<file path="src/rtl/nes_pal_pkg.sv">
// Shared constants, entry type and controller state encoding for the NES
// custom palette loader.
package nes_pal_pkg;

  localparam int PAL_ENTRIES   = 64;
  localparam int PAL_IDX_W     = 6;
  localparam int PAL_BYTES_555 = 128;
  localparam int PAL_BYTES_888 = 192;

  // {B[14:10], G[9:5], R[4:0]}
  typedef logic [14:0] pal_entry_t;

  typedef enum logic [1:0] {
    IDLE   = 2'd0,
    LOAD   = 2'd1,
    DRAIN  = 2'd2,
    COMMIT = 2'd3
  } pal_state_t;

endpackage

</file>
<file path="src/rtl/nes_pal_ram.sv">
// 64x15 single-port palette RAM with a registered, enable-held read port.
// Shaped so synthesis can map the array onto a block RAM.
module nes_pal_ram
  import nes_pal_pkg::*;
(
  input  logic                 clk,
  input  logic                 reset,
  input  logic                 rd_en,
  input  logic                 wr_en,
  input  logic [PAL_IDX_W-1:0] addr,
  input  pal_entry_t           wdata,
  output pal_entry_t           rdata
);

  pal_entry_t mem [PAL_ENTRIES];

  // NOTE: the array has no reset on purpose; a reset branch would stop it
  // mapping to block RAM, and the palette must survive a reset anyway.
  always_ff @(posedge clk) begin
    if (wr_en) mem[addr] <= wdata;
  end

  // The output register holds its value between reads; only it is cleared.
  always_ff @(posedge clk) begin
    if (reset)      rdata <= '0;
    else if (rd_en) rdata <= mem[addr];
  end

endmodule

</file>
<file path="src/rtl/nes_palette_ctrl.sv">
// Custom palette controller: arbitrates the palette RAM between pixel reads
// and the HPS byte download, validates each load. Optional macro: PAL_RGB24_EN.
module nes_palette_ctrl
  import nes_pal_pkg::*;
#(
  parameter int ENTRIES = PAL_ENTRIES,
`ifdef PAL_RGB24_EN
  parameter int BYTES_PER_ENTRY = PAL_BYTES_888 / PAL_ENTRIES
`else
  parameter int BYTES_PER_ENTRY = PAL_BYTES_555 / PAL_ENTRIES
`endif
)(
  input  logic        clk,
  input  logic        reset,
  input  logic        pal_download,
  input  logic        ioctl_wr,
  input  logic [7:0]  ioctl_addr,
  input  logic [7:0]  ioctl_dout,
  output logic        ioctl_wait,
  input  logic        rd_ce,
  input  logic [5:0]  rd_color,
  output logic [14:0] rd_pixel,
  output logic        pal_valid,
  output logic        load_error,
  output logic [6:0]  entries_loaded
);

  localparam int FILE_BYTES = ENTRIES * BYTES_PER_ENTRY;

  pal_state_t             state;
  logic                   dl_q, dl_rise, dl_fall;
  logic                   buf_full;
  pal_entry_t             buf_data;
  logic [PAL_IDX_W-1:0]   buf_idx;
  logic [7:0]             expected, exp_now;
  logic                   start, loading, in_range, overrun, accept, seq_err;
  logic                   drain, commit_ok;
  logic                   entry_done;
  pal_entry_t             entry_data;
  logic [PAL_IDX_W-1:0]   entry_idx;

  assign dl_rise = pal_download & ~dl_q;
  assign dl_fall = ~pal_download & dl_q;

  // A byte arriving with the download rise already belongs to the new load.
  assign start    = (state == IDLE) && dl_rise;
  assign loading  = start || (state == LOAD);
  assign in_range = int'(ioctl_addr) < FILE_BYTES;
  assign overrun  = loading && ioctl_wr && ioctl_wait;
  assign accept   = loading && ioctl_wr && !ioctl_wait && in_range;
  assign exp_now  = start ? 8'd0 : expected;
  assign seq_err  = accept && (ioctl_addr != exp_now);

  // Pixel reads own the port; a buffered entry lands on the next free cycle.
  assign drain      = buf_full && !rd_ce;
  assign ioctl_wait = buf_full;
  assign commit_ok  = (entries_loaded == 7'(ENTRIES)) && !load_error;

`ifndef PAL_RGB24_EN
  logic [7:0] lo_byte;

  assign entry_done = accept && ioctl_addr[0];
  assign entry_data = {ioctl_dout[6:0], lo_byte};
  assign entry_idx  = ioctl_addr[6:1];

  always_ff @(posedge clk) begin
    if (reset)                         lo_byte <= '0;
    else if (accept && !ioctl_addr[0]) lo_byte <= ioctl_dout;
  end
`else
  logic [1:0]           phase, phase_now;
  logic [4:0]           r_hi, g_hi;
  logic [PAL_IDX_W-1:0] ent_cnt, ent_now;

  // Entry position comes from our own counters, not from the byte address.
  assign phase_now  = start ? 2'd0 : phase;
  assign ent_now    = start ? '0 : ent_cnt;
  assign entry_done = accept && (phase_now == 2'd2);
  assign entry_data = {ioctl_dout[7:3], g_hi, r_hi};
  assign entry_idx  = ent_now;

  always_ff @(posedge clk) begin
    if (reset) begin
      phase   <= '0;
      ent_cnt <= '0;
      r_hi    <= '0;
      g_hi    <= '0;
    end else if (accept) begin
      case (phase_now)
        2'd0: begin
          r_hi  <= ioctl_dout[7:3];
          phase <= 2'd1;
        end
        2'd1: begin
          g_hi  <= ioctl_dout[7:3];
          phase <= 2'd2;
        end
        default: begin
          phase   <= 2'd0;
          ent_cnt <= ent_now + 1'b1;
        end
      endcase
    end else if (start) begin
      phase   <= '0;
      ent_cnt <= '0;
    end
  end
`endif

  // NOTE: all state here uses non-blocking assignments so every register
  // samples the pre-edge values regardless of statement order.
  always_ff @(posedge clk) begin
    if (reset) begin
      state          <= IDLE;
      dl_q           <= 1'b0;
      buf_full       <= 1'b0;
      buf_data       <= '0;
      buf_idx        <= '0;
      expected       <= '0;
      entries_loaded <= '0;
      pal_valid      <= 1'b0;
      load_error     <= 1'b0;
    end else begin
      dl_q <= pal_download;

      // A new entry can never complete while the buffer is full: ioctl_wait
      // is high for that whole time, so any such byte is dropped.
      if (entry_done) begin
        buf_full <= 1'b1;
        buf_data <= entry_data;
        buf_idx  <= entry_idx;
      end else if (drain) begin
        buf_full <= 1'b0;
      end

      if (accept)     expected <= exp_now + 8'd1;
      else if (start) expected <= '0;

      if (start)
        entries_loaded <= '0;
      else if (drain && entries_loaded != 7'(ENTRIES))
        entries_loaded <= entries_loaded + 7'd1;

      if (overrun || seq_err || (state == COMMIT && !commit_ok))
        load_error <= 1'b1;
      else if (start)
        load_error <= 1'b0;

      case (state)
        IDLE: begin
          if (start) begin
            pal_valid <= 1'b0;
            state     <= LOAD;
          end
        end
        LOAD:   if (dl_fall) state <= DRAIN;
        DRAIN:  if (!buf_full) state <= COMMIT;
        COMMIT: begin
          pal_valid <= commit_ok;
          state     <= IDLE;
        end
        default: state <= IDLE;
      endcase
    end
  end

  nes_pal_ram u_ram (
    .clk   (clk),
    .reset (reset),
    .rd_en (rd_ce),
    .wr_en (drain),
    .addr  (rd_ce ? rd_color : buf_idx),
    .wdata (buf_data),
    .rdata (rd_pixel)
  );

endmodule
</file>
<file path="config.mk">
export PLATFORM = sky130hd
export DESIGN_NAME = nes_palette_ctrl
export DESIGN_NICKNAME = d
export VERILOG_FILES = /design/src/rtl/nes_pal_pkg.sv /design/src/rtl/nes_pal_ram.sv /design/src/rtl/nes_palette_ctrl.sv
export SDC_FILE = /design/constraint.sdc
export NUM_CORES = 1
export LEC_CHECK = 0
export ABC_AREA = 1
export CAP_MARGIN = 30
export CORE_AREA = 2 2 263 265
export DETAILED_ROUTE_END_ITERATION = 10
export DIE_AREA = 0 0 265 267
export PLACE_DENSITY = 0.82
export SETUP_SLACK_MARGIN = 0.4
export SLEW_MARGIN = 20
export SYNTH_ARGS = -nofsm -noshare
export SYNTH_HDL_FRONTEND = slang
export SYNTH_SLANG_ARGS = --single-unit
export TNS_END_PERCENT = 100
</file>
<file path="constraint.sdc">
create_clock -name clk -period 5.4 [get_ports clk]
set_input_delay 0.81 -clock clk [delete_from_list [all_inputs] [get_ports clk]]
set_output_delay 0.81 -clock clk [all_outputs]
set_load 0.01 [all_outputs]
</file>
======== Yosys cells after proc, flatten, opt, wreduce, memory -nomap -nowiden ========
Memory sizes are Yosys's and may differ from the RTL's. A register that Yosys moved wholly into a read port is not among the register bits.
Cells that the tools add are included.
cells by class
  add/sub/neg operators ................... 2
  order comparisons ....................... 1
  eq/ne operators ......................... 9
  mux-type cells .......................... 14
  bitwise logic cells ..................... 4
  reduce and logical (&&, ||, !) cells .... 27
operators by type and width
  cell                   count
  $mux W8                2
  $logic_and A1 B1 Y1    12
  $add A8 B1 Y8 const B  1
  $lt A8 B8 Y1 const B   1
  $ne A8 B8 Y1           1
  $pmux W2 S4            1
  $add A7 B1 Y7 const B  1
  $eq A7 B7 Y1 const B   1
  $ne A7 B7 Y1 const B   1
  $mux W1                6
  $mux W2                3
  $mux W6                1
  $ne A2 B2 Y1 const B   3
  $reduce_bool A2 Y1     3
  $logic_not A1 Y1       5
  $eq A2 B2 Y1 const B   2
  $logic_or A1 B1 Y1     3
  $reduce_and A3 Y1      1
  $and A1 B1 Y1          2
  $eq A2 B1 Y1 const B   1
  $logic_not A2 Y1       1
  $not A1 Y1             2
  $pmux W1 S2            1
  $reduce_and A2 Y1      1
  $reduce_or A2 Y1       1
word-level totals
  register bits after elaboration ......... 50
  memory bits (writable) .................. 960
  input port bits ......................... 27
  memories kept ........................... 1
memories
  name       words  width  rd ports  clocked after Yosys merged registers in  write ports  RTL line           text
  u_ram.mem  64     15     1         1                                        1            nes_pal_ram.sv:15  pal_entry_t mem [PAL_ENTRIES];

======== Depth between registers and ports, before layout ========
Gate-level depths: netlist of the first run.
  depth in word-level cells ............... 11
  gate-level depth with buffers ........... 15
  depth with buffers taken out ............ 13

======== Modules after synthesis ========
Synthesis of the first run repeated with hierarchy kept, for this count alone.
unflattened totals
  cells, all modules ...................... 4395
  area total of the unflattened synthesis .. 43510.5 um2
modules (own cells, without submodules)
  module            times used  cells an instance  area each (um2)  sequential area each (um2)
  nes_pal_ram       1           4059               41094.4          29127.9
  nes_palette_ctrl  1           336                2416.1           1001.0

======== Least setup slack after synthesis of the first run ========
Ideal clock, no wire load.
  path kind ............................... input-to-reg
  from .................................... in rd_ce
  to ...................................... mem u_ram.mem[10][0] in the netlist's numbering (enable)
  data arrival time ....................... 2.528 ns
  data required time ...................... 5.014 ns
  setup slack ............................. 2.486 ns
  stages .................................. 7
  path buffers ............................ 2
  cell sequence ........................... buf_6 o21ai_4 inv_2 nor3_2 buf_2 inv_1 nor2_1
on the way
  longest elaborated chain between the ends .. 4
  elaborated cells between the ends (all ways) .. 5
  those cells by class .................... 3 x mux; 2 x reduce/logical
RTL lines
  item                           RTL line                text
  from (decl)                    nes_palette_ctrl.sv:20  input logic rd_ce,
  $logic_not A1 Y1               nes_palette_ctrl.sv:55  assign drain = buf_full && !rd_ce;
  $logic_and A1 B1 Y1            nes_palette_ctrl.sv:55
  $mux W1                        nes_pal_ram.sv:20       if (wr_en) mem[addr] <= wdata;
  $mux W1 (implied by the code)  nes_pal_ram.sv:20
  to (decl)                      nes_pal_ram.sv:15
Several ways; a longest one is shown, not always the timed one.

======== Final worst setup path of the first run ========
  from .................................... in rd_ce
  to ...................................... reg u_ram.rdata[13] (read register of u_ram.mem)
on the way
  longest elaborated chain between the ends .. 1
RTL lines
  item       RTL line                 text
  $mux W6    nes_palette_ctrl.sv:172  .addr (rd_ce ? rd_color : buf_idx),
  to (decl)  nes_pal_ram.sv:12        output pal_entry_t rdata
Several ways; a longest one is shown, not always the timed one.
A chain may end at the register's enable or synchronous reset.

==> results.py, run 1 <==
metrics = {
    "global_route": {
        "antenna_found_initial": 1,
        "grt_max_degree": 147,
        "first_global_vias": 29213,
        "grt_pass1_wl_mm": 165,
        "track_usage_pct": 31.0,
        "grt_overflow": 0,
    },
    "run_status": {
        "status": "completed",
    },
    "clock_network": {
        "post_cts_resized": 0,
        "clock_path_buffers": 3,
        "cts_root_buffer": "clkbuf_16",
        "cts.sinks": 1025,
        "htree_levels": 3,
        "cts.hold.buffers_added": 0,
        "clock_latency_ns": 0.67,
        "cts_tree": "built",
        "post-cts-setup-buffer-count": 0,
        "cts-buffers-inserted": 99,
        "clk_pin_slew_ns": 0.06,
    },
    "synth": {
        "syn_area_um2": 43900,
        "yosys.area_share.simple_pct": 16.9,
        "synthTopCellsByArea": "edfxtp_1 66%, nand2_1 10%, inv_1 7.6%, nand3_1 4.4%, dfxtp_1 3.0%",
        "synth_compound_area_share_pct": 4.32,
        "netlist.top_cell.by_area": "edfxtp_1",
        "synth_xor_area_share_pct": 0.180,
        "synth_mux_area_share_pct": 0,
        "synth_nets": 4281,
        "syn_area_per_cell_um2": 10.3,
        "synthAdderAreaFrac_pct": 0.199,
        "synth_top_area_share_pct": 65.6,
        "yosysWarnings": 0,
        "seq_area_frac_synth_pct": 68.6,
        "ys_types": 36,
        "synth_top_family_by_area": "simple AND/OR/NAND/NOR gates",
        "ys_ff_latch": 1025,
        "syn-instance-count": 4247,
    },
    "die": {
        "floorplan.die_area_um2": 70800,
        "die_w_um": 265,
        "die_h_um": 267,
        "start_util_pct": 64.6,
        "rows": 96,
        "ios": 52,
        "core_region_area_um2": 68000,
    },
    "power_and_ir_drop": {
        "powerDensity_nw_per_um2": 349,
        "vdd_ir_drop_max_mv": 0.333,
        "swShare_pct": 23.4,
        "intPower_mw": 13.1,
        "pwr-share-comb_pct": 8.3,
        "seqPwrFrac_pct": 51.1,
        "power_switching_mw": 3.99,
        "p_leak_nw": 20.8,
        "pwr-share-clk_pct": 40.6,
    },
    "critical_path": {
        "crit_required_ns": 5.96,
        "crit_slowest_cell": "buf_4",
        "path_max_fanout": 106,
        "rr_worst_depth": 13,
        "endpoint_kind": "flip-flop",
        "cp-start-kind": "input pin",
        "cp_data_arrival_time_ns": 4.36,
        "crit_top_cell": "nand2_1",
        "path_cells": "buf_2 -> buf_4 -> nand2_2 -> nand2_8 -> buf_4 -> nand2_1 -> nand3_1 -> nand2_1 -> o21ai_0 -> nand2_1 -> nor2_1 -> nand3_1 -> nand2_1 -> inv_1",
        "worst-setup-path-type": "input pin to flip-flop",
        "critPathMaxStageDelay_ns": 0.60,
    },
    "sta": {
        "fin_skew_ns": 0.0239,
        "rsz0062_at_grt": "false",
        "timing.slew.headroom_pct": 35.8,
        "setup_ws_ns": 1.60,
        "finalCritPeriodShare_pct": 70.5,
        "fmax_ghz": 0.263,
        "tns_ns": 0,
        "worst_slew_pin_slew_ns": 0.960,
        "drv_slew": 0,
        "hold_viol_final": 0,
        "finalSetupViolCount": 0,
        "fin_crit_ns": 3.80,
    },
    "detailed_routing": {
        "first_iter_violations": 3815,
        "firstDrtPassIters": 6,
        "num_vias": 29935,
        "antenna_left": 0,
        "wl_per_cell_um": 20.4,
        "drt-total-wl_mm": 108,
        "drc": 0,
        "via_per_inst": 5.64,
    },
    "placed_design": {
        "io_buffers": 51,
        "hpwl_mm": 62.4,
        "place_ws_ns": 1.17,
        "gp_congestion": 0.889,
    },
    "hold_path": {
        "min_path_type": "flip-flop to flip-flop",
        "hold_depth": 2,
    },
    "final_layout": {
        "drive_above_1_share_pct": 7.01,
        "area_delta_synth_final_pct": 11.3,
        "final_nets": 4371,
        "diodes": 0,
    },
    "run": {
        "max-cap-violations": 0,
    },
}
==> per-layer routing <==
metal	GRT usage, %	part of all wire [%]	vias up
li1	-	-	13806
met2	50.8	47	1770
met3	6.92	12	373
met1	39.6	36	13982
met5	0	0.025	-
met4	14.6	4.9	4
==> critical path: cells and delay by family <==
kind | cells | cell delay (ns)
buffers and inverters | 4 | 1.17
AOI/OAI and AO/OA | 1 | 0.27
and+or+nand+nor | 9 | 2.03
==> power groups by stage <==
stage               logic (mW)  clock network, mW  registers, mW
global placement          1.34                  0           8.87
global route              1.55               7.25           8.70
detailed placement        1.38                  0           8.87
floorplan                0.894                  0           8.88
finish                    1.42               6.92           8.71
CTS                       1.39               6.95           8.70
==> cell usage in the layout (no fill, tap or decap), types with 3 or more instances in the layout <==
cell type        instances
inv_2                    4
xor2_1                   4
o211ai_1               122
nor3_1                   4
buf_4                  116
nand3_1                384
o21ai_0                 48
buf_12                   8
dfxtp_1                 50
bufinv_16               10
nand2_1               1169
nand4_1                  4
edfxtp_1               960
a21oi_1                 44
xnor2_1                  5
inv_6                    5
dfxtp_2                 15
inv_1                  886
o21ai_4                  3
ha_1                     7
clkbuf_1                24
clkbuf_8                 5
o21ai_1                 84
clkbuf_16              102
nand2_2                  4
clkinv_2                18
nor2_4                   5
clkdlybuf4s50_1         49
nor2_1                 240
clkinv_1                19
==> registers in the layout, indices dropped and copies added, names as in the netlist <==
| register | count |
|---|---|
| u_ram.rdata | 15 |
| dl_q | 1 |
| expected | 8 |
| ioctl_wait | 1 |
| state | 2 |
| u_ram.mem | 960 |
| entries_loaded | 7 |
| buf_idx | 6 |
| buf_data | 15 |
| load_error | 1 |
| lo_byte | 8 |
| pal_valid | 1 |
==> worst paths after layout <==
path / startpoint / to / slack [ns]
worst max-delay path: rd_ce / u_ram.rdata[13] / 1.60
worst min-delay path: lo_byte[4] / lo_byte[4] / 0.46
worst max register to register: buf_idx[0] / u_ram.rdata[1] / 1.98
worst min register to register: lo_byte[4] / lo_byte[4] / 0.46
==> cell type report <==
class                      instances  area (um^2)
fill                            4379        19100
inverter                         891         3340
multi-input combinational       2144         9510
clock inverter                    54          533
tap                              882         1100
sequential                      1025        30100
clock buffer                     131         2710
timing repair buffer             176         1540
==> cell usage after synthesis, drive strengths merged <==
library cell / number
o22ai: 1
xnor2: 5
edfxtp: 960
or2: 2
nand2: 1175
nor3: 7
buf: 163
a211oi: 2
o211ai: 122
nor3b: 1
o21a: 2
nand4: 4
dfxtp: 65
a21boi: 1
inv: 890
clkinv: 1
xor2: 4
o21ai: 135
a221oi: 1
nor2: 247
nand3: 384
a21oi: 44
clkbuf: 24
ha: 7
==> cells by family after synthesis <==
family                   after synthesis
AND/OR/NAND/NOR                     1820
AO/OA/AOI/OAI                        308
XOR/XNOR                               9
adder cells (fa/ha/maj)                7
buffers and inverters               1078
flip-flops                          1025
==> metrics by stage <==
stage	cell area, um^2	hold WS (ns)	std cells	total power [mW]	utilization [%]
after floorplan	43900	0.430	4247	9.78	-
after global placement	45600	0.443	5117	10.2	67.1
after detailed placement	45600	0.453	5118	10.3	67.1
after CTS	48900	0.461	5303	17.0	71.9
after global routing	48900	0.480	5303	17.5	71.9
final	48900	0.464	5303	17.0	71.9
Note: power is estimated with default switching activity, not from simulation.
==> run 2: changes to the inputs <==
--- a/config.mk
+++ b/config.mk
@@ -7,10 +7,10 @@
 export LEC_CHECK = 0
 export ABC_AREA = 1
 export CAP_MARGIN = 30
-export CORE_AREA = 2 2 263 265
+export CORE_AREA = 2 2 268 270
 export DETAILED_ROUTE_END_ITERATION = 10
-export DIE_AREA = 0 0 265 267
-export PLACE_DENSITY = 0.82
+export DIE_AREA = 0 0 270 272
+export PLACE_DENSITY = 0.79
 export SETUP_SLACK_MARGIN = 0.4
 export SLEW_MARGIN = 20
 export SYNTH_ARGS = -nofsm -noshare
==> constraint.sdc (replaced) <==
create_clock -name clk -period 3.7 [get_ports clk]
set_input_delay 0.555 -clock clk [delete_from_list [all_inputs] [get_ports clk]]
set_output_delay 0.555 -clock clk [all_outputs]
set_load 0.01 [all_outputs]
==> results.py, run 2 (synthesis gave the netlist of run 1 again) <==
metrics = {
    "run_status": {
        "status": "completed",
    },
    "clock_network": {
        "cts_tree": "built",
        "clock_latency_ns": 0.67,
        "post_cts_resized": 0,
        "htree_levels": 3,
        "clk_pin_slew_ns": 0.06,
        "cts_root_buffer": "clkbuf_16",
        "cts.sinks": 1025,
        "post-cts-setup-buffer-count": 0,
        "cts-buffers-inserted": 100,
        "cts.hold.buffers_added": 0,
        "clock_path_buffers": 3,
    },
    "placed_design": {
        "dp_cells": 5249,
        "io_buffers": 51,
        "hpwl_mm": 68.3,
        "place_area_um2": 46500,
        "gp_congestion": 0.948,
    },
    "sta": {
        "rsz0062_at_grt": "false",
        "worst_slew_pin_slew_ns": 0.944,
        "finalSetupViolCount": 0,
        "fin_skew_ns": 0.0222,
        "drv_slew": 0,
        "timing.slew.headroom_pct": 37.1,
        "hold_viol_final": 0,
        "tns_ns": 0,
        "fin_crit_ns": 3.01,
        "finalCritPeriodShare_pct": 81.3,
        "fmax_ghz": 0.333,
    },
    "global_route": {
        "first_global_vias": 30203,
        "grt_overflow": 0,
        "track_usage_pct": 30.5,
        "grt_pass1_wl_mm": 170,
        "antenna_found_initial": 5,
        "grt_max_degree": 71,
    },
    "power_and_ir_drop": {
        "swShare_pct": 23.4,
        "p_total_mw": 25.2,
        "pwr-share-comb_pct": 8.7,
        "powerDensity_nw_per_um2": 505,
        "seqPwrFrac_pct": 50.6,
        "power_switching_mw": 5.91,
        "vdd_ir_drop_max_mv": 0.571,
        "intPower_mw": 19.3,
        "pwr-share-clk_pct": 40.8,
        "p_leak_nw": 21.2,
    },
    "critical_path": {
        "path_max_fanout": 47,
        "r2r_slack_ns": 0.75,
        "rr_endpoint": "u_ram.rdata[2]",
        "r2r-start": "buf_idx[0]",
        "crit_required_ns": 4.25,
        "rr_worst_depth": 13,
        "cp_data_arrival_time_ns": 3.56,
        "worst-setup-path-type": "input pin to flip-flop",
        "cp-start-kind": "input pin",
        "endpoint_kind": "flip-flop",
    },
    "final_layout": {
        "fin_area_um2": 49900,
        "drive_above_1_share_pct": 8.38,
        "area.sequential_um2": 30100,
        "postLayoutCoreUtil_pct": 70.5,
        "final_nets": 4437,
        "top_regs": "u_ram.mem (960), buf_data (15), u_ram.rdata (15)",
        "fillers": 4641,
        "final_cell_mix": "1,169 x nand2_1, 960 x edfxtp_1, 886 x inv_1",
        "multi_input_area_um2": 9510,
        "largest-register": "u_ram.mem",
        "largest_reg_flops": 960,
        "finalNonFillerCells": 5438,
        "final_common_cell": "nand2_1",
        "area_delta_synth_final_pct": 13.6,
    },
    "die": {
        "die_w_um": 270,
        "die_h_um": 272,
        "ios": 52,
        "start_util_pct": 62.1,
        "floorplan.die_area_um2": 73400,
        "core_region_area_um2": 70800,
        "rows": 98,
    },
    "detailed_routing": {
        "via_per_inst": 5.63,
        "num_vias": 30601,
        "first_iter_violations": 4034,
        "drt-total-wl_mm": 112,
        "firstDrtPassIters": 6,
        "wl_per_cell_um": 20.6,
        "drc": 0,
        "antenna_left": 0,
    },
    "run": {
        "max-cap-violations": 0,
    },
    "hold_path": {
        "hold_depth": 2,
        "min_from": "lo_byte[2]",
        "min_to": "lo_byte[2]",
        "min_path_type": "flip-flop to flip-flop",
    },
}
run 2: changes by cell type in the layout (fill, tap and decap cells not counted), moves of 2 or more:
cell | before | now
clkinv_2 | 18 | 13
bufinv_16 | 10 | 12
clkbuf_1 | 24 | 19
buf_12 | 8 | 32
buf_16 | 0 | 3
clkinvlp_4 | 2 | 4
clkinv_4 | 0 | 2
buf_4 | 116 | 155
clkinv_1 | 19 | 24
run 2: power by group through the flow:
stage / logic [mW] / clock network [mW] / registers [mW]
6_report: 2.18 / 10.3 / 12.7
2_1_floorplan: 1.31 / 0 / 13.0
3_3_place_gp: 2.02 / 0 / 13.0
4_1_cts: 2.13 / 10.3 / 12.7
3_5_place_dp: 2.10 / 0 / 13.0
5_1_grt: 2.36 / 10.7 / 12.7
run 2: how the worst max path moves through the flow:
stage	slack [ns]	startpoint	cells past startpoint	endpoint
4_1_cts	0.87	rd_color[0]	14	u_ram.rdata[2]
2_1_floorplan	1.04	rd_ce	7	u_ram.mem[10][0]
3_3_place_gp	0.26	rd_color[0]	14	u_ram.rdata[2]
5_1_grt	0.60	state[0]	12	buf_data[6]
6_report	0.69	rd_color[0]	14	u_ram.rdata[2]
3_5_place_dp	0.21	rd_color[0]	14	u_ram.rdata[2]
run 2: cell type report:
class                      count  share of cell area (%)
antenna                        1                 0.00502
clock inverter                60                    1.25
timing repair buffer         241                    4.78
sequential                  1025                    60.4
multi-input combinational   2144                    19.1
tap                          950                    2.38
inverter                     891                    6.70
clock buffer                 126                    5.40
run 2: metal layers:
layer / part of all wire [%] / track usage, %
met3: 10 / 5.11
met2: 49 / 50.9
met4: 5.2 / 16.1
met1: 36 / 38.7
met5: 0.0080 / 0
run 2: worst max-delay path, stage by stage:
cell and delay [ns]:
clkdlybuf4s50_1 0.49, nand2_2 0.10, nand2_8 0.37, buf_4 0.37, buf_4 0.23, nand2_1 0.07
nand3_1 0.09, nand2_1 0.06, o21ai_0 0.23, nand2_1 0.10, nor2_1 0.46, nand3_1 0.26
nand2_1 0.12, inv_1 0.04
run 2: per-stage QoR:
stage,setup WS (ns),hold slack (ns)
2_1_floorplan,1.04,0.430
5_1_grt,0.596,0.469
3_5_place_dp,0.213,0.448
3_3_place_gp,0.257,0.440
6_report,0.694,0.456
4_1_cts,0.868,0.457
